File: src/rtl/lal_sched_pkg.sv
// Shared types and helpers for the grant scheduler.
// Holds the FSM state encoding and the index-width function used for port sizing.
package lal_sched_pkg;

  typedef enum logic [1:0] {
    IDLE    = 2'd0,
    GRANT   = 2'd1,
    RELEASE = 2'd2
  } sched_state_e;

  // Index width for n requesters; never narrower than one bit.
  function automatic int idx_w(input int n);
    return (n > 1) ? $clog2(n) : 1;
  endfunction

endpackage

File: src/rtl/lal_rr_pick.sv
// Rotating-priority picker: first eligible requester at or above rr_ptr,
// wrapping to the lowest eligible requester below it.
module lal_rr_pick
  import lal_sched_pkg::*;
#(
  parameter int N_REQ = 9,
  parameter int IDX_W = idx_w(N_REQ)
) (
  input  logic [N_REQ-1:0] elig,
  input  logic [IDX_W-1:0] rr_ptr,
  output logic [N_REQ-1:0] onehot,
  output logic [IDX_W-1:0] index,
  output logic             any
);

  logic [N_REQ-1:0] upper_mask;
  logic [N_REQ-1:0] upper_elig;
  logic [N_REQ-1:0] sel_vec;

  for (genvar gi = 0; gi < N_REQ; gi++) begin : g_mask
    assign upper_mask[gi] = (IDX_W'(gi) >= rr_ptr);
  end

  assign upper_elig = elig & upper_mask;
  // Requesters at/above the pointer take precedence; otherwise wrap around.
  assign sel_vec    = (|upper_elig) ? upper_elig : elig;
  assign any        = |elig;

  always_comb begin
    index  = '0;
    onehot = '0;
    for (int i = N_REQ - 1; i >= 0; i--) begin
      if (sel_vec[i]) begin
        index     = IDX_W'(i);
        onehot    = '0;
        onehot[i] = 1'b1;
      end
    end
  end

endmodule

File: src/rtl/lal_grant_sched.sv
// Round-robin grant scheduler sharing one downstream resource among N_REQ requesters,
// with threshold-based eligibility, hold timeout, freeze and abort.
module lal_grant_sched
  import lal_sched_pkg::*;
#(
  parameter  int N_REQ    = 9,
  parameter  int KEY_W    = 4,
  parameter  int HOLD_MAX = 15,
  parameter  int HOLD_W   = 4,
  localparam int IDX_W    = idx_w(N_REQ)
) (
  input  logic                   clk,
  input  logic                   rst_n,
  input  logic [N_REQ-1:0]       req,
  input  logic [N_REQ*KEY_W-1:0] req_key,
  input  logic [KEY_W-1:0]       thr,
  input  logic                   freeze,
  input  logic                   abort,
  input  logic                   done,
  output logic [N_REQ-1:0]       gnt,
  output logic [IDX_W-1:0]       gnt_id,
  output logic                   gnt_vld,
  output logic                   timeout,
  output logic                   busy
);

  sched_state_e     state_q, state_d;
  logic [IDX_W-1:0] rr_ptr_q, rr_ptr_d;
  logic [HOLD_W-1:0] hold_cnt_q, hold_cnt_d;
  logic [N_REQ-1:0] gnt_q, gnt_d;
  logic [IDX_W-1:0] gnt_id_q, gnt_id_d;
  logic             gnt_vld_q, gnt_vld_d;
  logic             timeout_q, timeout_d;
  logic             busy_q, busy_d;

  logic [N_REQ-1:0] elig;
  logic [N_REQ-1:0] pick_onehot;
  logic [IDX_W-1:0] pick_idx;
  logic             pick_any;
  logic             winner_req;
  logic             expire;
  logic [IDX_W-1:0] next_ptr;

  for (genvar gi = 0; gi < N_REQ; gi++) begin : g_elig
    assign elig[gi] = req[gi] && (req_key[gi*KEY_W +: KEY_W] >= thr);
  end

  lal_rr_pick #(
    .N_REQ (N_REQ),
    .IDX_W (IDX_W)
  ) u_pick (
    .elig   (elig),
    .rr_ptr (rr_ptr_q),
    .onehot (pick_onehot),
    .index  (pick_idx),
    .any    (pick_any)
  );

  // The grant only depends on the winner's request level, not its key, once issued.
  assign winner_req = |(req & gnt_q);
  assign expire     = (hold_cnt_q == HOLD_W'(HOLD_MAX - 1));
  assign next_ptr   = (gnt_id_q == IDX_W'(N_REQ - 1)) ? '0 : gnt_id_q + IDX_W'(1);

  always_comb begin
    state_d    = state_q;
    rr_ptr_d   = rr_ptr_q;
    hold_cnt_d = hold_cnt_q;
    gnt_d      = gnt_q;
    gnt_id_d   = gnt_id_q;
    gnt_vld_d  = gnt_vld_q;
    timeout_d  = 1'b0;
    case (state_q)
      IDLE: begin
        if (pick_any && !freeze && !abort) begin
          state_d    = GRANT;
          gnt_d      = pick_onehot;
          gnt_id_d   = pick_idx;
          gnt_vld_d  = 1'b1;
          hold_cnt_d = '0;
        end
      end
      GRANT: begin
        if (abort || done || !winner_req || expire) begin
          state_d    = RELEASE;
          gnt_d      = '0;
          gnt_id_d   = '0;
          gnt_vld_d  = 1'b0;
          hold_cnt_d = '0;
          timeout_d  = expire && !abort && !done && winner_req;
          if (!abort) begin
            rr_ptr_d = next_ptr;
          end
        end else begin
          hold_cnt_d = hold_cnt_q + HOLD_W'(1);
        end
      end
      RELEASE: begin
        state_d = IDLE;
      end
      default: begin
        state_d = IDLE;
      end
    endcase
    busy_d = (state_d != IDLE);
  end

  always_ff @(posedge clk) begin
    if (!rst_n) begin
      state_q    <= IDLE;
      rr_ptr_q   <= '0;
      hold_cnt_q <= '0;
      gnt_q      <= '0;
      gnt_id_q   <= '0;
      gnt_vld_q  <= 1'b0;
      timeout_q  <= 1'b0;
      busy_q     <= 1'b0;
    end else begin
      state_q    <= state_d;
      rr_ptr_q   <= rr_ptr_d;
      hold_cnt_q <= hold_cnt_d;
      gnt_q      <= gnt_d;
      gnt_id_q   <= gnt_id_d;
      gnt_vld_q  <= gnt_vld_d;
      timeout_q  <= timeout_d;
      busy_q     <= busy_d;
    end
  end

  assign gnt     = gnt_q;
  assign gnt_id  = gnt_id_q;
  assign gnt_vld = gnt_vld_q;
  assign timeout = timeout_q;
  assign busy    = busy_q;

endmodule

File: config.mk
export PLATFORM = sky130hd
export DESIGN_NAME = lal_grant_sched
export DESIGN_NICKNAME = d
export VERILOG_FILES = /design/src/rtl/lal_sched_pkg.sv /design/src/rtl/lal_rr_pick.sv /design/src/rtl/lal_grant_sched.sv
export SDC_FILE = /design/constraint.sdc
export NUM_CORES = 1
export LEC_CHECK = 0
export ABC_AREA = 1
export BUFFER_PORTS_ARGS = -buffer_cell sky130_fd_sc_hd__buf_2
export CORE_MARGIN = 5
export CORE_UTILIZATION = 53
export CTS_CLUSTER_SIZE = 16
export DETAILED_ROUTE_END_ITERATION = 16
export PLACE_DENSITY_LB_ADDON = 0.12
export SETUP_SLACK_MARGIN = 0.4
export SYNTH_ARGS = -nofsm -noshare
export SYNTH_HDL_FRONTEND = slang
export SYNTH_HIERARCHICAL = 1
export SYNTH_SLANG_ARGS = --single-unit
File: constraint.sdc
create_clock -name clk -period 2.9 [get_ports clk]
set_input_delay 0.145 -clock clk [delete_from_list [all_inputs] [get_ports clk]]
set_output_delay 0.145 -clock clk [all_outputs]
set_load 0.02 [all_outputs]
==> results of run 1 <==
-- worst min-delay path, stage by stage --
cell and delay (ps):
buf_2 140, nand2_1 70, nor2_1 30
-- final timing paths --
| check | cells past startpoint | to | from | slack [ps] |
|---|---|---|---|---|
| setup / recovery | 23 | gnt_id[3]$_SDFFE_PN0P_ | thr[1] | 240 |
| hold / removal | 3 | rr_ptr_q[1]$_SDFFE_PN0P_ | rst_n | 150 |
| setup reg to reg | 13 | gnt_id[3]$_SDFFE_PN0P_ | rr_ptr_q[3]$_SDFFE_PN0P_ | 640 |
| hold reg to reg | 2 | gnt_vld$_SDFFE_PN0P_ | gnt_vld$_SDFFE_PN0P_ | 470 |
-- layer usage --
layer	global-route usage [%]	vias to the layer above
met4	2.23	0
met1	26.0	1172
met2	35.1	75
met3	3.59	14
met5	0	-
li1	-	1294
-- logic make-up (layout without fill, tap and decap cells) --
family / after synthesis / in the layout
flops: 26 / 26
xor+xnor: 2 / 2
compound gates: 64 / 64
simple gates: 151 / 151
fa+ha+maj: 40 / 40
buf+inv: 69 / 147
-- area by class of cell --
| class | instances | area [µm²] | share of cell area, % |
|---|---|---|---|
| clock inverters | 1 | 30.0 | 0.958 |
| repair buffers | 78 | 435 | 13.9 |
| flip-flops and latches | 26 | 520 | 16.6 |
| repair inverters | 1 | 7.51 | 0.240 |
| inverters | 64 | 244 | 7.78 |
| well taps | 52 | 65.1 | 2.08 |
| multi-input cells | 257 | 1790 | 57.1 |
| clock buffers | 3 | 41.3 | 1.32 |
-- through the flow --
| stage | total power [mW] | area (µm²) | hold WS [ps] | worst slack (ps) |
|---|---|---|---|---|
| floorplan | 0.634 | 2410 | 263 | 407 |
| global placement | 0.729 | 2790 | 436 | 90.2 |
| detailed placement | 0.737 | 2790 | 438 | 77.0 |
| CTS | 1.04 | 2870 | 147 | 400 |
| global route | 1.20 | 3130 | 138 | 87.5 |
| finish | 1.12 | 3130 | 147 | 244 |
-- repair_timing --
| action | CTS | global route |
|---|---|---|
| pin swaps | 0 | 21 |
| setup endpoints to repair | 9 | 16 |
| endpoints found under the hold margin | 0 | 0 |
| gates resized for setup | 0 | 51 |
| cloned | 1 | 0 |
| setup buffers | 0 | 8 |
-- sequential cells by signal, summed over array words and instances (netlist names) --
name and count:
busy 1, rr_ptr_q 4, timeout 1, gnt 9
gnt_id 4, state_q 2, gnt_vld 1, hold_cnt_q 4
-- power groups by stage --
stage               logic, mW  clock network [mW]  registers, mW
CTS                     0.350               0.305          0.382
finish                  0.438               0.301          0.383
detailed placement      0.346                   0          0.391
global placement        0.338                   0          0.391
global route            0.483               0.331          0.385
floorplan               0.235                   0          0.398
-- Yosys cell counts, types with 5 or more instances --
master	count
o21a_1	19
nand3_1	23
ha_1	40
a21oi_1	20
dfxtp_1	26
o21ai_0	12
inv_2	5
a21boi_0	9
nor2_1	29
nor2_2	8
nand2_1	72
inv_1	58
==> results.toml, run 1 <==
[outcome]
outcome = "complete, no violations"

[place]
dp_cells = 469
port_buffers = 69
post-dp-hpwl_um = 4960
place_congestion = 0.833

[logic_synthesis]
synthMuxAreaShare_pct = 0
yosys.area_share.simple_pct = 28.8
syn-cell-area_um2 = 2410
synth_top_cell_area_share_pct = 21.6
synthAdderAreaFrac_pct = 20.8
syn_avg_cell_area_um2 = 6.84
synth_edf_count = 0
yosysTopAreaCell = "dfxtp_1"
ys_top_cells_by_area = "dfxtp_1 22%, ha_1 21%, nand2_1 11%"
synth_warnings = 6
synth_cells = 352
synth_xor_area_share_pct = 0.728
syn_nets = 446
synth_top_family_by_area = "simple AND/OR/NAND/NOR gates"
synth-seq-cells = 26
synth-compound-area-share_pct = 16.6
synth_flop_cell = "dfxtp_1"
ys_types = 32
synth_seq_area_share_pct = 21.6
async_flop_share_pct = 0

[finish]
instances_no_fill = 482
diodes = 0
most-common-layout-cells = "68 x buf_2, 64 x nand2_1, 56 x inv_1"
syn2layout_area_growth_pct = 30.2
post_route_cells_drive_above_1_share_pct = 31.2
n_fill_cell = 355
nets = 525
final_common_cell = "buf_2"
finish.utilization_pct = 71.5

[sta]
fin_setup_tns_ps = 0
setup_viol = 0
final-hold-violation-count = 0
slew_viol_final = 0
fmax_ghz = 0.377
maxSlewHeadroom_pct = 63.4
fin_skew_ps = 1.97
final.period_utilization_pct = 91.6
worstMarginPinSlew_ps = 546
grt_setup_unrepaired = "yes"
fin_crit_ps = 2660

[clock_network]
worstSkewPairLatency_ps = 270
clkSlewWorstSetupHoldPaths_ps = 90
cts_tree = "built"
cts.sink_count = 26
cts_buffer_depth = 2
cts_hold_buf = 0
cts_root_buffer = "clkbuf_8"
cts-htree-levels = 1
cts_buffers = 3

[grt]
grt_max_degree = 20
antenna_found_initial = 0
grt_pass1_vias = 2319
grt_usage_pct = 19.9
grt_pass1_wl_um = 10100
grt_overflow = 0

[critical_path]
crit_path_max_fanout = 4
critical_path.top_delay_family = "simple AND/OR/NAND/NOR gates"
end_kind = "flip-flop"
critPathKind = "input port to flip-flop"
path_cells = "buf_8 -> clkinvlp_4 -> buf_12 -> ha_4 -> a21boi_1 -> o21a_1 -> o21a_1 -> o21ai_1 -> inv_1 -> inv_1 -> nor2_1 -> o21ai_2 -> nand2_1 -> nor2_4 -> nand3_1 -> nand2_2 -> nor2_4 -> inv_2 -> nor2_2 -> nand2_1 -> nor2_4 -> nand2_1 -> a21oi_1"
cp.buffers_inverters = 6
worst_path_max_delay_cell = "ha_4"
max_stage_delay_ps = 250
required_ps = 3090
start_kind = "input port"
crit_arrival_ps = 2850

[routing]
wl_met1_um = 2820
wl_per_cell_um = 14.0
wirelength_um = 6750
drt_pass1_iterations = 4
via_count = 2555
routed-wl-met2_um = 3400
drtAntennaViolNets = 0
dr.first_iter.drc_count = 203
vias_per_cell = 5.30
drcViolationCount = 0
wl_met3_um = 412
highest-signal-layer = "met4"

[floorplanning]
initial_core_util_pct = 54.9
core_area_um2 = 4380
die_area_um2 = 5990
io_pins = 70
die-height_um = 77.4
rows = 24
die_w_um = 77.4

[power_and_ir_drop]
powerDensity_nw_per_um2 = 358
clock_power_share_pct = 26.9
power_frac_seq_pct = 34.1
power.leakage_nw = 1.66
vdd_drop_max_mv = 0.395
switchingPower_mw = 0.390
combPwrFrac_pct = 39.0
netSwitchingFraction_pct = 34.7
power.internal_mw = 0.733

[run]
drv_cap = 0

[hold_path]
holdCritPathClass = "input port to flip-flop"
(Power assumes the default switching activity.)
==> run 2: changes to the inputs <==
- REMOVE_ABC_BUFFERS: default -> 1
- clock period: 2.9 -> 2.8 ns (I/O delays scaled with it)
==> results.toml, run 2 (synthesis results as in run 1) <==
[outcome]
outcome = "complete, no violations"

[sta]
fmax_ghz = 0.406
final.period_utilization_pct = 87.9
worstMarginPinSlew_ps = 585
setup_viol = 0
maxSlewHeadroom_pct = 60.7
fin_skew_ps = 7.04
grt_setup_unrepaired = "yes"
slew_viol_final = 0
final-hold-violation-count = 0
fin_crit_ps = 2460

[grt]
grt_overflow = 0
grt_pass1_vias = 2492
antenna_found_initial = 0
grt_max_degree = 20
grt_usage_pct = 20.6
grt_pass1_wl_um = 10400

[finish]
diodes = 0
seqCellArea_um2 = 520
post_route_cells_drive_above_1_share_pct = 36.0
most-common-layout-cells = "67 x buf_2, 59 x nand2_1, 52 x inv_1"
nets = 542
finish.utilization_pct = 74.4
largest_register_ffs = 9
final_common_cell = "buf_2"
n_fill_cell = 357
multi_input_area_um2 = 1780
syn2layout_area_growth_pct = 35.6

[floorplanning]
io_pins = 70
initial_core_util_pct = 54.9
die_w_um = 77.4
rows = 24
die-height_um = 77.4
die_area_um2 = 5990
core_area_um2 = 4380

[routing]
drtAntennaViolNets = 0
wirelength_um = 6770
drt_pass1_iterations = 4
via_count = 2602
drcViolationCount = 0
dr.first_iter.drc_count = 130
vias_per_cell = 5.21
wl_per_cell_um = 13.6

[power_and_ir_drop]
powerDensity_nw_per_um2 = 368
power_frac_seq_pct = 33.0
clock_power_share_pct = 26.4
combPwrFrac_pct = 40.6
power_mw = 1.20
power.internal_mw = 0.786
vdd_drop_max_mv = 0.218
switchingPower_mw = 0.416
netSwitchingFraction_pct = 34.6
power.leakage_nw = 1.76

[hold_path]
holdCritPathClass = "input port to flip-flop"
min_path_cells = 3
hold_end = "rr_ptr_q[1]$_SDFFE_PN0P_"
hold_start = "rst_n"

[clock_network]
clkSlewWorstSetupHoldPaths_ps = 100
cts_root_buffer = "clkbuf_8"
cts-htree-levels = 1
cts_hold_buf = 0
cts.sink_count = 26
cts_buffers = 3
cts_tree = "built"
worstSkewPairLatency_ps = 280
cts_buffer_depth = 2

[place]
place_congestion = 0.935
port_buffers = 69
post-dp-hpwl_um = 5090

[run]
drv_cap = 0

[critical_path]
worstRegToRegCells = 13
critPathKind = "input port to flip-flop"
start_kind = "input port"
worst_path_max_delay_cell = "ha_1"
crit_arrival_ps = 2660
rr_startpoint = "rr_ptr_q[3]$_SDFFE_PN0P_"
max_stage_delay_ps = 250
end_kind = "flip-flop"
r2r_end = "gnt[6]$_SDFFE_PN0P_"
path_cells = "buf_8 -> inv_8 -> buf_4 -> ha_1 -> a21boi_1 -> o21a_1 -> o21a_1 -> o21ai_2 -> inv_2 -> inv_1 -> nor2_1 -> o21ai_1 -> nand2_1 -> nor2_4 -> nand2_4 -> o21ai_2 -> nor2_2 -> a21boi_1 -> nand2_1 -> a21oi_1"
crit_path_max_fanout = 5
r2r_slack_ps = 680
required_ps = 3000
run 2: layer usage:
layer  up-vias  global-route usage (%)  share of wire (%)
met5         -                       0                  0
met4         0                    4.64                1.5
met3        13                    3.59                4.0
met2        60                    35.5                 51
met1      1201                    26.7                 43
li1       1328                       -                  -
run 2: timing repair:
item | in CTS | in global routing
gates resized for setup | 11 | 62
setup endpoints to repair | 17 | 18
pin swaps | 3 | 31
gates cloned | 0 | 0
buffers inserted | 4 | 7
run 2: final cells by class:
type,count,share of cell area [%]
clock buffers,3,1.27
inverters,64,7.59
clock inverters,1,0.920
flip-flops and latches,26,16.0
repair buffers,96,17.8
well taps,52,1.99
multi-input cells,257,54.5
run 2: power groups by stage:
stage                     combinational (mW)  clock [mW]  sequential [mW]
after floorplan                        0.238           0            0.412
after global placement                 0.373           0            0.404
after detailed placement               0.382           0            0.404
after CTS                              0.403       0.320            0.396
after global routing                   0.543       0.335            0.399
final                                  0.488       0.317            0.397
run 2: worst max path at each step:
stage	slack, ps	end	start	cells after the start
finish	340	gnt_id[1]$_SDFFE_PN0P_	thr[1]	20
detailed placement	-110	gnt_id[3]$_SDFFE_PN0P_	thr[1]	23
CTS	400	gnt_id[0]$_SDFFE_PN0P_	thr[1]	24
global route	190	gnt_id[1]$_SDFFE_PN0P_	thr[1]	22
global placement	-70	gnt_id[3]$_SDFFE_PN0P_	thr[1]	23
floorplan	400	gnt_id[0]$_SDFFE_PN0P_	thr[1]	22
run 2: worst max-delay path, delay by kind of cell:
family	cells	cell delay, ps
buf+inv	5	360
fa+ha+maj	1	250
simple gates	6	610
compound gates	8	1300
run 2: through the flow:
step	hold slack (ps)	cell area [µm²]	setup slack [ps]	setup TNS, ps	cells
after global placement	440	2900	-73.2	-377	484
after CTS	148	3030	396	0	492
after detailed placement	447	2900	-107	-709	484
final	150	3260	339	0	499
after floorplan	258	2370	402	0	347
after global routing	157	3260	194	0	499
==> run 3: changes to the inputs <==
- CORE_UTILIZATION: 53 -> 54
- CTS_BUF_LIST: default -> sky130_fd_sc_hd__clkbuf_4 sky130_fd_sc_hd__clkbuf_8
- SKIP_CTS_REPAIR_TIMING: default -> 1
==> results.toml, run 3 (synthesis results as in run 1) <==
[finish]
n_fill_cell = 340
nets = 538
post_route_cells_drive_above_1_share_pct = 38.4
seqCellArea_um2 = 520
most-common-layout-cells = "68 x buf_2, 60 x nand2_1, 51 x inv_1"
syn2layout_area_growth_pct = 37.5
diodes = 0
instances_no_fill = 495
final_common_cell = "buf_2"
largest_register_ffs = 9
multi_input_area_um2 = 1870
fin_area_um2 = 3310

[critical_path]
end_kind = "flip-flop"
startpoint = "thr[1]"
critical_path.top_delay_family = "simple AND/OR/NAND/NOR gates"
worst_path_max_delay_cell = "ha_4"
critPathKind = "input port to flip-flop"
cp.depth = 23
crit_top_cell = "nand2_1"
crit_path_max_fanout = 6
required_ps = 3000
r2r_end = "gnt[6]$_SDFFE_PN0P_"
start_kind = "input port"
worstRegToRegCells = 13
path_cells = "buf_6 -> clkinvlp_4 -> buf_4 -> ha_4 -> a21boi_1 -> o21a_1 -> o21a_1 -> o21ai_0 -> inv_1 -> inv_1 -> nor2_1 -> o21ai_1 -> nand2_1 -> nor2_4 -> nand2_4 -> inv_2 -> nand2_1 -> nand2_2 -> nor2_2 -> nand2_4 -> nor3_2 -> nand2_1 -> a21oi_1"
cp.buffers_inverters = 6
max_stage_delay_ps = 260
crit_arrival_ps = 2700
rr_startpoint = "rr_ptr_q[3]$_SDFFE_PN0P_"
r2r_slack_ps = 590
endpoint = "gnt[6]$_SDFFE_PN0P_"

[clock_network]
clkSlewWorstSetupHoldPaths_ps = 90
cts-htree-levels = 1
cts_tree = "built"
worstSkewPairLatency_ps = 270
cts_buffer_depth = 2
cts_buffers = 3
cts.sink_count = 26
cts_root_buffer = "clkbuf_8"

[floorplanning]
die_w_um = 76.8
rows = 24
die-height_um = 76.8
die_area_um2 = 5890
initial_core_util_pct = 55.3
io_pins = 70
core_area_um2 = 4350

[place]
dpl_cell_area_um2 = 2860
dp_cells = 478
post-dp-hpwl_um = 4830
port_buffers = 69
place_congestion = 0.928

[grt]
grt_overflow = 0
antenna_found_initial = 0
grt_pass1_vias = 2298
grt_usage_pct = 19.0
grt_pass1_wl_um = 9650
grt_max_degree = 20

[sta]
fin_setup_tns_ps = 0
slew_viol_final = 0
grt_setup_unrepaired = "yes"
setup_viol = 0
maxSlewHeadroom_pct = 61.3
fmax_ghz = 0.400
fin_crit_ps = 2500
hold-worst-slack_ps = 146
worstMarginPinSlew_ps = 576
fin_skew_ps = 4.13
final.period_utilization_pct = 89.3
final-hold-violation-count = 0

[power_and_ir_drop]
power.leakage_nw = 1.73
powerDensity_nw_per_um2 = 362
power_mw = 1.20
vdd_drop_max_mv = 0.191

[outcome]
outcome = "complete, no violations"

[run]
drv_cap = 0

[routing]
vias_per_cell = 5.28
drtAntennaViolNets = 0
wirelength_um = 6550
wl_per_cell_um = 13.2
drt_pass1_iterations = 4
drcViolationCount = 0
via_count = 2616
dr.first_iter.drc_count = 170

[hold_path]
holdCritPathClass = "input port to flip-flop"
run 3: report_power, final:
group	internal (mW)	switching (mW)	leakage, nW
sequential	0.383	0.0134	0.211
clock	0.191	0.123	0.0357
combinational	0.210	0.276	1.48
total	0.785	0.412	1.73
run 3: worst min-delay path: cells and delay by family:
family	cells	cell delay (ps)
buffers and inverters	1	140
AND/OR/NAND/NOR	2	100
run 3: how the worst min path moves through the flow:
stage           from                        to  depth (start not counted)
2_1_floorplan  rst_n     state_q[0]$_SDFF_PN0_                          1
3_3_place_gp    done        timeout$_SDFF_PN0_                          4
3_5_place_dp    done        timeout$_SDFF_PN0_                          4
4_1_cts         done        timeout$_SDFF_PN0_                          4
5_1_grt        rst_n  rr_ptr_q[1]$_SDFFE_PN0P_                          3
6_report       rst_n  rr_ptr_q[2]$_SDFFE_PN0P_                          3
run 3: metrics by stage:
step	worst slack, ps	util, %
6_report	300	76.0
5_1_grt	163	76.0
4_1_cts	269	67.3
3_5_place_dp	4.81	65.6
3_3_place_gp	37.4	65.6
2_1_floorplan	402	-
run 3: cell type report:
cell class	instances	area share, %
multi-input cells	257	56.5
flip-flops and latches	26	15.7
clock inverters	1	0.907
inverters	64	7.37
clock buffers	3	1.25
well taps	52	1.97
repair buffers	92	16.3
run 3: layer usage:
metal | global-route usage (%) | part of all wire, %
met3 | 3.75 | 6.5
met1 | 22.4 | 41
met4 | 6.12 | 1.6
met2 | 34.2 | 51
met5 | 0 | 0
